<file path="config.mk">
export PLATFORM = sky130hd
export DESIGN_NAME = f_fetch_pc
export DESIGN_NICKNAME = d
export VERILOG_FILES = /design/src/rtl/f_fetch_pc.sv
export SDC_FILE = /design/constraint.sdc
export NUM_CORES = 1
export LEC_CHECK = 0
export ABC_CLOCK_PERIOD_IN_PS = 1950
export BUFFER_PORTS_ARGS = -buffer_cell sky130_fd_sc_hd__buf_2
export CORE_UTILIZATION = 45
export CTS_BUF_LIST = sky130_fd_sc_hd__clkbuf_8
export CTS_CLUSTER_DIAMETER = 40
export CTS_CLUSTER_SIZE = 8
export DETAILED_ROUTE_END_ITERATION = 12
export PLACE_DENSITY = 0.77
export SETUP_SLACK_MARGIN = 0.15
export SLEW_MARGIN = 30
export SYNTH_ARGS = -nofsm -noshare
export SYNTH_HDL_FRONTEND = slang
export SYNTH_SLANG_ARGS = --single-unit
export TNS_END_PERCENT = 100
</file>
<file path="constraint.sdc">
create_clock -name clk -period 1.95 [get_ports clk]
set_clock_uncertainty 0.1 [all_clocks]
set_input_delay 0.0975 -clock clk [delete_from_list [all_inputs] [get_ports clk]]
set_output_delay 0.0975 -clock clk [all_outputs]
set_load 0.01 [all_outputs]
</file>
<file path="src/rtl/f_fetch_pc.sv">
// Fetch-stage PC register and instruction-memory request sequencer.
// Holds one fetched instruction for F/D and tracks branch redirects that arrive ahead of their delay slot.
module f_fetch_pc #(
  parameter logic [31:0] RESET_PC = 32'h0000_3000,
  parameter logic [31:0] EXC_PC   = 32'h0000_4180,
  parameter logic [31:0] IM_LO    = 32'h0000_3000,
  parameter logic [31:0] IM_HI    = 32'h0000_6FFF
) (
  input  logic        clk,
  input  logic        reset_n,
  input  logic        stall,
  input  logic        d_redirect,
  input  logic [31:0] npc,
  input  logic        exc_flush,
  input  logic        eret,
  input  logic [31:0] epc,
  output logic        im_req,
  output logic [31:0] im_addr,
  input  logic        im_gnt,
  input  logic        im_rvalid,
  input  logic [31:0] im_rdata,
  output logic        f_valid,
  output logic [31:0] f_pc,
  output logic [31:0] f_instr,
  output logic        f_adel
);

  typedef enum logic [1:0] {S_REQ, S_WAIT, S_HOLD, S_KILL} state_t;

  state_t      r_state;
  logic [31:0] r_pc;
  logic [31:0] r_pend_pc;
  logic        r_pend_v;
  logic        r_f_valid;
  logic [31:0] r_f_pc;
  logic [31:0] r_f_instr;
  logic        r_f_adel;

  logic        w_legal;
  logic        w_flush;
  logic [31:0] w_flush_pc;
  logic        w_req_state;
  logic        w_granted;
  logic        w_consume;
  logic [31:0] w_next_pc;

  assign w_legal     = (r_pc[1:0] == 2'b00) && (r_pc >= IM_LO) && (r_pc <= IM_HI);
  assign w_flush     = exc_flush | eret;
  assign w_flush_pc  = exc_flush ? EXC_PC : epc;
  assign w_req_state = reset_n && (r_state == S_REQ) && w_legal;
  assign w_granted   = w_req_state && im_gnt;
  assign w_consume   = (r_state == S_HOLD) && !stall && !w_flush;
  assign w_next_pc   = d_redirect ? npc : (r_pend_v ? r_pend_pc : r_pc + 32'd4);

  // A flush withdraws the request unless the memory already granted it this cycle.
  assign im_req  = w_req_state && (!w_flush || im_gnt);
  assign im_addr = r_pc;
  assign f_valid = r_f_valid;
  assign f_pc    = r_f_pc;
  assign f_instr = r_f_instr;
  assign f_adel  = r_f_adel;

  always_ff @(posedge clk or negedge reset_n) begin
    if (!reset_n) begin
      r_state   <= S_REQ;
      r_pc      <= RESET_PC;
      r_pend_pc <= 32'd0;
      r_pend_v  <= 1'b0;
      r_f_valid <= 1'b0;
      r_f_pc    <= RESET_PC;
      r_f_instr <= 32'd0;
      r_f_adel  <= 1'b0;
    end else if (w_flush) begin
      r_pc      <= w_flush_pc;
      r_pend_v  <= 1'b0;
      r_f_valid <= 1'b0;
      // A response landing in the flush cycle itself already settles the outstanding request.
      case (r_state)
        S_REQ:   r_state <= w_granted ? S_KILL : S_REQ;
        S_WAIT:  r_state <= im_rvalid ? S_REQ : S_KILL;
        S_KILL:  r_state <= im_rvalid ? S_REQ : S_KILL;
        default: r_state <= S_REQ;
      endcase
    end else begin
      if (w_consume) begin
        r_pend_v <= 1'b0;
      end else if (d_redirect) begin
        r_pend_v  <= 1'b1;
        r_pend_pc <= npc;
      end
      case (r_state)
        S_REQ: begin
          if (!w_legal) begin
            r_state   <= S_HOLD;
            r_f_valid <= 1'b1;
            r_f_pc    <= r_pc;
            r_f_instr <= 32'd0;
            r_f_adel  <= 1'b1;
          end else if (w_granted) begin
            r_state <= S_WAIT;
          end
        end
        S_WAIT: begin
          if (im_rvalid) begin
            r_state   <= S_HOLD;
            r_f_valid <= 1'b1;
            r_f_pc    <= r_pc;
            r_f_instr <= im_rdata;
            r_f_adel  <= 1'b0;
          end
        end
        S_HOLD: begin
          if (!stall) begin
            r_pc      <= w_next_pc;
            r_state   <= S_REQ;
            r_f_valid <= 1'b0;
          end
        end
        default: begin
          if (im_rvalid) r_state <= S_REQ;
        end
      endcase
    end
  end

endmodule

</file>
==> summary.txt <==
Layout
  • Fin cells: roughly 1.3k
  • Layout cell share with drive strength beyond 1: 0.449
  • Fin nets: around 1.2k
  • Synthesis-to-finish area growth: 61.2%
  • Fin util: 0.748

Timing
  • Final min period: 2160 ps
  • Final slew viol count: 0
  • RSZ-0062 raised after global routing: true
  • Post-route setup slack: -209 ps
  • Max-slew headroom: 0.507
  • Final setup fails: 80
  • Fmax: about 460 MHz
  • Slew @ Worst Pin: between 700 and 800 ps
  • Period utilization: 1.11
  • Final Hold Viols: 0
  • Setup Total Neg Slack: -8450 ps

GRT
  • Antenna violations before repair: 1
  • Total GRT Usage: 0.307
  • Largest net degree at the start of global routing: 54
  • Vias in the first global route: 7016
  • Grt ovf: 0
  • First-pass GRT wire length: between 30000 and 40000 um

Logic synthesis
  • Ys Warns: 0
  • Seq cells post-synth: between 100 and 150
  • Count of unique library cells instantiated by Yosys: 63
  • Register area share after synthesis: 0.471
  • Post-synthesis average cell area: slightly above 10 um2
  • Area of the mapped netlist: between 7000 and 8000 um2
  • Top cell type's share of synthesized area: 0.456
  • Ys async rst share: 1.00
  • Post-synth top area cell: dfrtp_1
  • Synth top area cells: dfrtp_1, mux2i_1, mux2_2
  • Cells after Synth: a little under 700
  • Number of synthesized flops with an enable pin: 0
  • Syn Nets: 802
  • Prevailing post-synth register cell: dfrtp_1

CTS
  • CTS Sinks: between 100 and 150
  • Depth of the CTS H-tree: 4
  • Clock buffer count from CTS: 17
  • Root Driver: clkbuf_8
  • CTS tree: yes
  • Worst-Skew Late Latency: 460 ps
  • Reg clk slew, reported paths: 80 ps
  • Number of buffers on the longest clock path: 2

Die
  • Die Height: between 100 and 150 um
  • Row count: 45
  • Die ar.: 16200 um2
  • Die span in x: between 100 and 150 um
  • Initial Util: 0.464
  • Core Area: 15300 um2
  • I/O Pins: a little over 200

Critical path
  • Crit-path max FO: 4
  • Setup crit end kind: flop
  • Worst Setup Path Type: reg -> reg
  • Critical-path top delay cell: dfstp_2
  • WP data arrival: between 2000 and 2500 ps
  • CP bufs+invs: 3
  • Most common cell on crit path: buf_6
  • Crit path largest cell delay: around 560 ps
  • Worst-path cell chain: buf_6, and4_1, nand4_1, buf_4, buf_6, nor4_4, xnor2_1, o22ai_1
  • CP startpoint kind: flop
  • WP data required: between 2000 and 2500 ps
  • Worst path top cell family by delay: simple AND/OR/NAND/NOR gates

Detailed routing
  • Initial DRC Count: 758
  • DRT antenna net count: 0
  • Via count: roughly 7.6k
  • DRT Pass-1 Iters: 6
  • Final WL: between 20000 and 30000 um
  • Drt via density: slightly below 6
  • Wirelength per Cell: 21.5 um
  • DRC: 0

Placement
  • RePlAce Congestion: 0.831
  • Detailed placement HPWL: 14400 um
  • Placed Cells incl. Taps: approximately 1.1k
  • PortBufs: 202

Power
  • Worst VDD drop: 0.638 mV
  • Pwr Total: roughly 11 mW
  • Seq pwr share: 0.355
  • Leakage: 5.74 nW
  • Clock power share: 0.222
  • PwrDens: 1010 nW/um2
  • Switch Pwr: a little under 4 mW
  • Internal Power: 7.54 mW
  • Combinational share of power: 0.422
  • Switch share: 0.344

Run
  • Max Cap Viol: 0

Run status
  • Outcome: complete, but fails checks
  • Violated checks: setup timing

Hold path
  • Hold WC Path Type: in -> reg
synth_stat cells, types with 5 or more instances:
| cell | instances |
|---|---|
| nor3_1 | 25 |
| nand2_1 | 63 |
| buf_6 | 5 |
| a31oi_1 | 5 |
| dfrtp_1 | 129 |
| a221oi_1 | 18 |
| o21ai_0 | 19 |
| nand4_1 | 5 |
| nor4_1 | 11 |
| xor2_1 | 7 |
| ha_1 | 6 |
| buf_2 | 8 |
| and4_1 | 5 |
| mux2_4 | 17 |
| o22ai_1 | 15 |
| nand3_1 | 11 |
| clkbuf_1 | 37 |
| nor2_1 | 46 |
| mux2i_1 | 43 |
| inv_1 | 49 |
| a22oi_1 | 7 |
| a21oi_1 | 36 |
| mux2_2 | 26 |
| xnor2_1 | 13 |
| mux2_1 | 22 |
tightest hold or removal path, delay by kind of cell:
kind	cells	cell delay [ps]
AOI/OAI and AO/OA	2	210
buffers and inverters	1	140
and+or+nand+nor	1	110
layer usage:
metal  GRT usage  part of all wire  up-vias
li1            -                 -     3201
met1       0.390              0.37     3667
met2       0.504              0.49      554
met3      0.0624             0.090      129
met4       0.144             0.047        0
met5           0                 0        -
sequential cells by signal, summed over array words and instances (netlist names):
name and count:
f_instr 32, r_pend_pc 32, f_adel 1, r_state 2
r_pend_v 1, im_addr 32, f_pc 32, f_valid 1
area by class of cell:
| class | instances | area, um2 |
|---|---|---|
| multi-input combinational | 452 | 3830 |
| tap | 211 | 264 |
| inverter | 49 | 184 |
| fill | 947 | 3850 |
| clock inverter | 12 | 153 |
| clock buffer | 20 | 275 |
| timing repair buffer | 417 | 3360 |
| antenna | 1 | 2.50 |
| sequential | 133 | 3340 |
power by group through the flow:
stage | combinational (mW) | clock (mW) | sequential [mW]
finish | 4.86 | 2.56 | 4.08
floorplan | 1.81 | 0 | 4.26
global route | 5.13 | 2.71 | 4.15
global placement | 3.41 | 0 | 4.02
CTS | 4.17 | 2.54 | 4.01
detailed placement | 3.47 | 0 | 4.05
stage by stage:
| stage | hold WS (ps) | worst slack, ps | area, um2 |
|---|---|---|---|
| 2_1_floorplan | -298 | -138 | 7270 |
| 3_3_place_gp | 117 | -49.2 | 8910 |
| 5_1_grt | 44.1 | -268 | 11400 |
| 3_5_place_dp | 114 | -95.2 | 8910 |
| 4_1_cts | 16.0 | -123 | 10900 |
| 6_report | 42.2 | -209 | 11400 |
repair_timing:
action	in CTS	in global routing
hold buffers	99	0
endpoints found under the hold margin	229	0
pin swaps	28	20
setup buffers	12	11
resized for setup	51	76
gates cloned	9	6
setup endpoints to repair	122	129
path summary, 6_finish.rpt:
path / startpoint / end / slack, ps / cells past startpoint
worst max register to register: im_addr[13] / im_addr[27] / -210 / 8
max in group asynchronous: reset_n / im_addr[18] / 910 / 3
min in group asynchronous: reset_n / f_instr[31] / 220 / 3
worst min register to register: f_pc[22] / f_pc[22] / 410 / 1
worst min-delay path: stall / f_valid / 40 / 4
worst max-delay path: im_addr[13] / im_addr[27] / -210 / 8
cells by family after synthesis:
group / after synthesis / synth area share
AOI/OAI and AO/OA: 125 / 0.117
and+or+nand+nor: 193 / 0.136
buffers and inverters: 107 / 0.0677
adders and majority gates: 6 / 0.0106
xor gates and xnor gates: 20 / 0.0248
muxes: 108 / 0.173
DFF: 133 / 0.471
cells in the final DEF (no fill, tap or decap), drive strengths merged, types with 26 or more instances in the layout:
cell type    netlist  layout
buf               21     311
dfrtp            129     129
dlygate4sd3        0      99
mux2              65      65
nand2             63      63
inv               49      51
nor2              46      46
mux2i             43      43
a21oi             36      36
clkbuf            37      26
No activity file was read; power rests on OpenSTA's default activity.
